[src/rtl/vga_capture_ctrl.sv]
// vga_capture_ctrl: arms on a start request, then captures whole VGA frames
// between falling edges of vs and hands each pixel to a capture sink.
// Latency: a vs falling edge seen in ARM puts pixel (0,0) on x/y one cycle later.
//   frame_done pulses in the cycle after the last pixel, and seq_done one cycle after that.
// Backpressure: none. The sink must accept one pixel per cycle while cap_pix_en is high.
// Optional feature: define CAPTURE_CRC_EN to add a per-frame CRC-16-CCITT output.
//
// Ports:
//   clk, rst_n              pixel clock, asynchronous active-low reset
//   vs, rgb                 vertical sync (falling edge = frame boundary), pixel colour {r,g,b}
//   start, num_frames       capture request pulse and frame count (0 is treated as 1)
//   abort                   cancel the sequence and return to IDLE
//   busy                    state is not IDLE
//   cap_go, cap_pix_en      sink go and sink write strobe, both high during CAPTURE
//   x, y                    coordinates of the current captured pixel
//   frame_done, seq_done    single-cycle completion pulses
//   frames_left             frames still to be captured
//   err_short               sticky flag: a frame was truncated by an early vs edge
//   crc (CAPTURE_CRC_EN)    CRC of the current or most recent frame
module vga_capture_ctrl #(
  parameter int XDIM     = 1056,
  parameter int YDIM     = 628,
  parameter int FRAMES_W = 4
) (
  input  logic                clk,
  input  logic                rst_n,
  input  logic                vs,
  input  logic [11:0]         rgb,
  input  logic                start,
  input  logic [FRAMES_W-1:0] num_frames,
  input  logic                abort,
  output logic                busy,
  output logic                cap_go,
  output logic                cap_pix_en,
  output logic [10:0]         x,
  output logic [9:0]          y,
  output logic                frame_done,
  output logic                seq_done,
  output logic [FRAMES_W-1:0] frames_left,
  output logic                err_short
`ifdef CAPTURE_CRC_EN
  ,
  output logic [15:0]         crc
`endif
);

  localparam logic [10:0] X_LAST = 11'(XDIM - 1);
  localparam logic [9:0]  Y_LAST = 10'(YDIM - 1);

  typedef enum logic [1:0] {
    IDLE    = 2'd0,
    ARM     = 2'd1,
    CAPTURE = 2'd2,
    DONE    = 2'd3
  } state_t;

  state_t              state_q, state_d;
  logic                vs_q, vs_d;
  logic [10:0]         x_q, x_d;
  logic [9:0]          y_q, y_d;
  logic [FRAMES_W-1:0] frames_left_q, frames_left_d;
  logic                err_short_q, err_short_d;
  logic                frame_done_q, frame_done_d;
  logic                seq_done_q, seq_done_d;

  logic vs_fall;
  logic last_px;

  assign vs_fall = vs_q & ~vs;
  assign last_px = (x_q == X_LAST) && (y_q == Y_LAST);

  always_comb begin
    state_d       = state_q;
    vs_d          = vs;
    x_d           = x_q;
    y_d           = y_q;
    frames_left_d = frames_left_q;
    err_short_d   = err_short_q;
    frame_done_d  = 1'b0;
    seq_done_d    = 1'b0;

    if (abort) begin
      // Abort overrides start and vs edges. err_short is kept for post-mortem.
      state_d       = IDLE;
      x_d           = '0;
      y_d           = '0;
      frames_left_d = '0;
    end else begin
      case (state_q)
        IDLE: begin
          if (start) begin
            frames_left_d = (num_frames == '0) ? FRAMES_W'(1) : num_frames;
            err_short_d   = 1'b0;
            state_d       = ARM;
          end
        end
        ARM: begin
          if (vs_fall) begin
            state_d = CAPTURE;
            x_d     = '0;
            y_d     = '0;
          end
        end
        CAPTURE: begin
          if (last_px) begin
            frame_done_d  = 1'b1;
            frames_left_d = frames_left_q - FRAMES_W'(1);
            x_d           = '0;
            y_d           = '0;
            if (frames_left_q <= FRAMES_W'(1)) begin
              state_d = DONE;
            end else if (vs_fall) begin
              // A boundary that coincides with the last pixel starts the next
              // frame immediately, so back-to-back frames are not dropped.
              state_d = CAPTURE;
            end else begin
              state_d = ARM;
            end
          end else if (vs_fall) begin
            // The frame was cut short. Restart at the origin and keep the frame count.
            err_short_d = 1'b1;
            x_d         = '0;
            y_d         = '0;
          end else if (x_q == X_LAST) begin
            x_d = '0;
            y_d = y_q + 10'd1;
          end else begin
            x_d = x_q + 11'd1;
          end
        end
        DONE: begin
          // seq_done is registered, so it appears in the first IDLE cycle.
          seq_done_d = 1'b1;
          state_d    = IDLE;
        end
        default: state_d = IDLE;
      endcase
    end
  end

  always_ff @(posedge clk or negedge rst_n) begin
    if (!rst_n) begin
      state_q       <= IDLE;
      vs_q          <= 1'b0;
      x_q           <= '0;
      y_q           <= '0;
      frames_left_q <= '0;
      err_short_q   <= 1'b0;
      frame_done_q  <= 1'b0;
      seq_done_q    <= 1'b0;
    end else begin
      state_q       <= state_d;
      vs_q          <= vs_d;
      x_q           <= x_d;
      y_q           <= y_d;
      frames_left_q <= frames_left_d;
      err_short_q   <= err_short_d;
      frame_done_q  <= frame_done_d;
      seq_done_q    <= seq_done_d;
    end
  end

  assign busy        = (state_q != IDLE);
  assign cap_go      = (state_q == CAPTURE);
  assign cap_pix_en  = (state_q == CAPTURE);
  assign x           = x_q;
  assign y           = y_q;
  assign frames_left = frames_left_q;
  assign err_short   = err_short_q;
  assign frame_done  = frame_done_q;
  assign seq_done    = seq_done_q;

`ifdef CAPTURE_CRC_EN
  logic [15:0] crc_q, crc_d;

  // CRC-16-CCITT, polynomial 0x1021, MSB first, over one 16-bit word.
  function automatic logic [15:0] crc16_word(input logic [15:0] c_in, input logic [15:0] d);
    logic [15:0] c;
    c = c_in;
    for (int b = 15; b >= 0; b--) begin
      if (c[15] ^ d[b]) c = {c[14:0], 1'b0} ^ 16'h1021;
      else              c = {c[14:0], 1'b0};
    end
    return c;
  endfunction

  // Pixel (0,0) seeds the CRC from 0xFFFF. This covers ARM entry, back-to-back
  // entry and a short-frame restart. Outside CAPTURE the last value is held.
  always_comb begin
    crc_d = crc_q;
    if (state_q == CAPTURE) begin
      crc_d = crc16_word(((x_q == '0) && (y_q == '0)) ? 16'hFFFF : crc_q, {4'h0, rgb});
    end
  end

  always_ff @(posedge clk or negedge rst_n) begin
    if (!rst_n) crc_q <= 16'hFFFF;
    else        crc_q <= crc_d;
  end

  assign crc = crc_q;
`else
  logic unused_rgb;
  assign unused_rgb = ^rgb;
`endif

endmodule

[config.mk]
export PLATFORM = sky130hd
export DESIGN_NAME = vga_capture_ctrl
export DESIGN_NICKNAME = d
export VERILOG_FILES = /design/src/rtl/vga_capture_ctrl.sv
export SDC_FILE = /design/constraint.sdc
export NUM_CORES = 1
export LEC_CHECK = 0
export CAP_MARGIN = 25
export CORE_MARGIN = 10
export CORE_UTILIZATION = 30
export DETAILED_ROUTE_END_ITERATION = 8
export PLACE_DENSITY = 0.57
export SLEW_MARGIN = 10
export SYNTH_ARGS = -nofsm -noshare
export SYNTH_HDL_FRONTEND = slang
export SYNTH_SLANG_ARGS = --single-unit
[constraint.sdc]
create_clock -name clk -period 4.3 [get_ports clk]
set_input_delay 0.645 -clock clk [delete_from_list [all_inputs] [get_ports clk]]
set_output_delay 0.645 -clock clk [all_outputs]
set_load 0.03 [all_outputs]
==> impl_metrics.yaml <==
yosys:
  synthMuxAreaShare: 0.0177
  synth_xor_area_frac: 0.0248
  synth_area_sq_um: 1770
  synth_ff_type: "dfrtp_1"
  yosysTopAreaCellShare: 0.438
  async_flop_share: 1.00
  syn_nets: 224
  yosys.area_share.simple: 0.257
  syn_avg_cell_area_sq_um: 8.89
  synth_adder_area_share: 0.0339
  synth-edff-count: 0
  synth_top_cell_by_area: "dfrtp_1"
  synthTopCellsByArea: "dfrtp_1, o21ai_0, nand2_1"
  synth_top_family_by_area: "simple AND/OR/NAND/NOR gates"
  synthCells: 199
  synth_compound_area_frac: 0.188
  ys_seq_area_frac: 0.438
  synthDistinctLibCells: 47
  yosysWarnings: 0
  synth_seq_cells: 31
clocking:
  clk_path_buf_depth: 2
  cts_resized: 0
  cts_inserted_buffers: 5
  cts_root_buffer: "clkbuf_8"
  htreeDepth: 2
  clkTransAtPathRegs_ns: 0.07
  clk_latency_ns: 0.28
  clock_sinks: 31
  tritoncts: "built"
  postCtsHoldBufs: 0
  postCtsSetupBuffers: 0
power:
  p_int_mw: 0.499
  powerDensity_nw_per_um2: 301
  seqPwrFrac: 0.448
  vdd_drop_max_v: 0.000115
  p_comb_frac: 0.185
  p_leak_nw: 0.948
  clockPowerShare: 0.367
  switching_power_mw: 0.202
  switching_share: 0.288
global_route:
  use_met3: 0.0440
  grt_first_pass_wirelength_um: 7660
  busiest_layer: "met2"
  met1_usage: 0.113
  grt_pass1_vias: 1555
  grtUsageMet2: 0.147
  overflow: 0
  antenna_found_initial: 0
  groute.usage.overall: 0.0956
  grt_max_degree: 32
timing:
  fin_crit_ns: 2.76
  slew_viol_final: 0
  rsz0062_at_grt: "false"
  setup_viol: 0
  max_freq_mhz: 362
  maxSlewHeadroom: 0.590
  fin_crit_sh: 0.642
  max_slew.worst_pin.slew_ns: 0.612
  fin_skew_ns: 0.00504
  timing.final.hold_violations: 0
  setup-tns-final_ns: 0
layout:
  fin_nets: 265
  drive_gt1_frac: 0.0705
  layout_commonest_cell: "clkdlybuf4s50_1"
  insertedDiodeCount: 0
  design_area_sq_um: 2320
  fill_cells: 582
  area_growth_syn_to_layout_pct: 31.4
  final_cell_mix: "clkdlybuf4s50_1, dfrtp_1, o21ai_0"
worst_setup_path:
  cp_max_fo: 9
  crit_path_start_kind: "flop"
  path_buf_inv: 2
  cp_slowest_stage_delay_ns: 0.74
  cp.arrival_ns: 2.11
  cp_data_required_time_ns: 3.65
  crit_type: "reg2out"
  end_kind: "output pin"
  critPathTopFamily: "buffers and inverters"
  crit_chain: "nand2b_1 -> inv_1 -> clkdlybuf4s50_1"
  critPathSlowestCell: "clkdlybuf4s50_1"
drt:
  wire_per_inst_um: 14.5
  dr.pass1.iters: 4
  vias: 1588
  drtIter0Drc: 83
  route.final.wire_length_um: 4550
  vias_per_cell: 5.07
  ant_nets: 0
  drc: 0
floorplanning:
  rows: 27
  die_h_um: 96.8
  ios: 52
  core_area_sq_um: 5610
  die-area_sq_um: 9370
  chipWidth_um: 96.8
  initial_core_util: 0.315
status:
  status: "completed"
job:
  timing.max_cap.violations: 0
hold_path:
  hold_path_class: "reg2reg"
place:
  place_area_sq_um: 2220
  gp_congestion: 0.823
  dp_hpwl_um: 3260
  io_buffers: 39
-- power groups by stage --
stage | registers, mW | logic, mW | clock network, mW
after CTS | 0.314 | 0.132 | 0.262
final | 0.314 | 0.130 | 0.257
after floorplan | 0.327 | 0.0714 | 0
after detailed placement | 0.319 | 0.131 | 0
after global placement | 0.319 | 0.132 | 0
after global routing | 0.316 | 0.144 | 0.272
-- synth_stat cells (2+ instances only) --
master	n
or3_1	5
nor3b_1	3
nor2b_1	2
a22o_1	3
nor3_2	2
a211oi_1	2
a21oi_1	8
buf_2	2
nand2b_1	3
a31oi_1	5
o21ai_1	4
inv_1	8
nand3_1	13
o21ai_0	19
nand4_1	5
o21a_1	2
clkbuf_1	3
nor3_1	7
dfrtp_1	31
mux2i_1	2
ha_1	4
xnor2_1	4
a21o_1	3
and3_1	4
nand2_1	18
nor2_1	16
-- metrics by stage --
step / std cells / hold slack (ns) / utilization / power [mW] / setup slack (ns)
floorplan: 199 / 0.349 / - / 0.399 / 2.11
global placement: 305 / 0.549 / 0.397 / 0.451 / 1.38
detailed placement: 305 / 0.558 / 0.397 / 0.451 / 1.34
CTS: 313 / 0.571 / 0.415 / 0.708 / 1.53
global route: 313 / 0.609 / 0.415 / 0.732 / 1.41
finish: 313 / 0.564 / 0.415 / 0.701 / 1.54
-- worst paths after layout --
kind | startpoint | end | slack, ns | cells past startpoint
worst min register to register | x[4] | x[4] | 0.56 | 1
worst min-delay path | x[4] | x[4] | 0.56 | 1
max in group asynchronous | rst_n | y[5] | 3.25 | 2
worst max-delay path | state_q[1] | cap_go | 1.54 | 3
min in group asynchronous | rst_n | y[0] | 0.76 | 2
worst max register to register | state_q[1] | y[3] | 1.93 | 5
-- registers in the layout, summed over array words and instances, names as in the netlist --
name / cells
err_short: 1
frame_done: 1
frames_left: 4
seq_done: 1
state_q: 2
vs_q: 1
x: 11
y: 10
-- cell type report --
| type | instances | area [sq um] | share of cell area |
|---|---|---|---|
| Clock buffer | 8 | 100 | 0.0431 |
| Inverter | 8 | 30.0 | 0.0129 |
| Multi-Input combinational cell | 153 | 923 | 0.397 |
| Sequential cell | 31 | 776 | 0.334 |
| Tap cell | 72 | 90.1 | 0.0388 |
| Timing Repair Buffer | 41 | 405 | 0.174 |
-- cell families after synthesis --
group                      Yosys count
AOI/OAI and AO/OA                   54
xor gates and xnor gates             5
adders and majority gates            5
buffers and inverters               15
DFF                                 31
muxes                                3
and+or+nand+nor                     86
-- routing by layer --
layer | share of wire | up-vias | wire length, um
met2 | 0.46 | 30 | 2120
li1 | - | 801 | -
met4 | 0.0051 | 0 | 23
met3 | 0.071 | 2 | 322
met1 | 0.46 | 755 | 2090
met5 | 0 | - | 0
(Power assumes the default switching activity.)
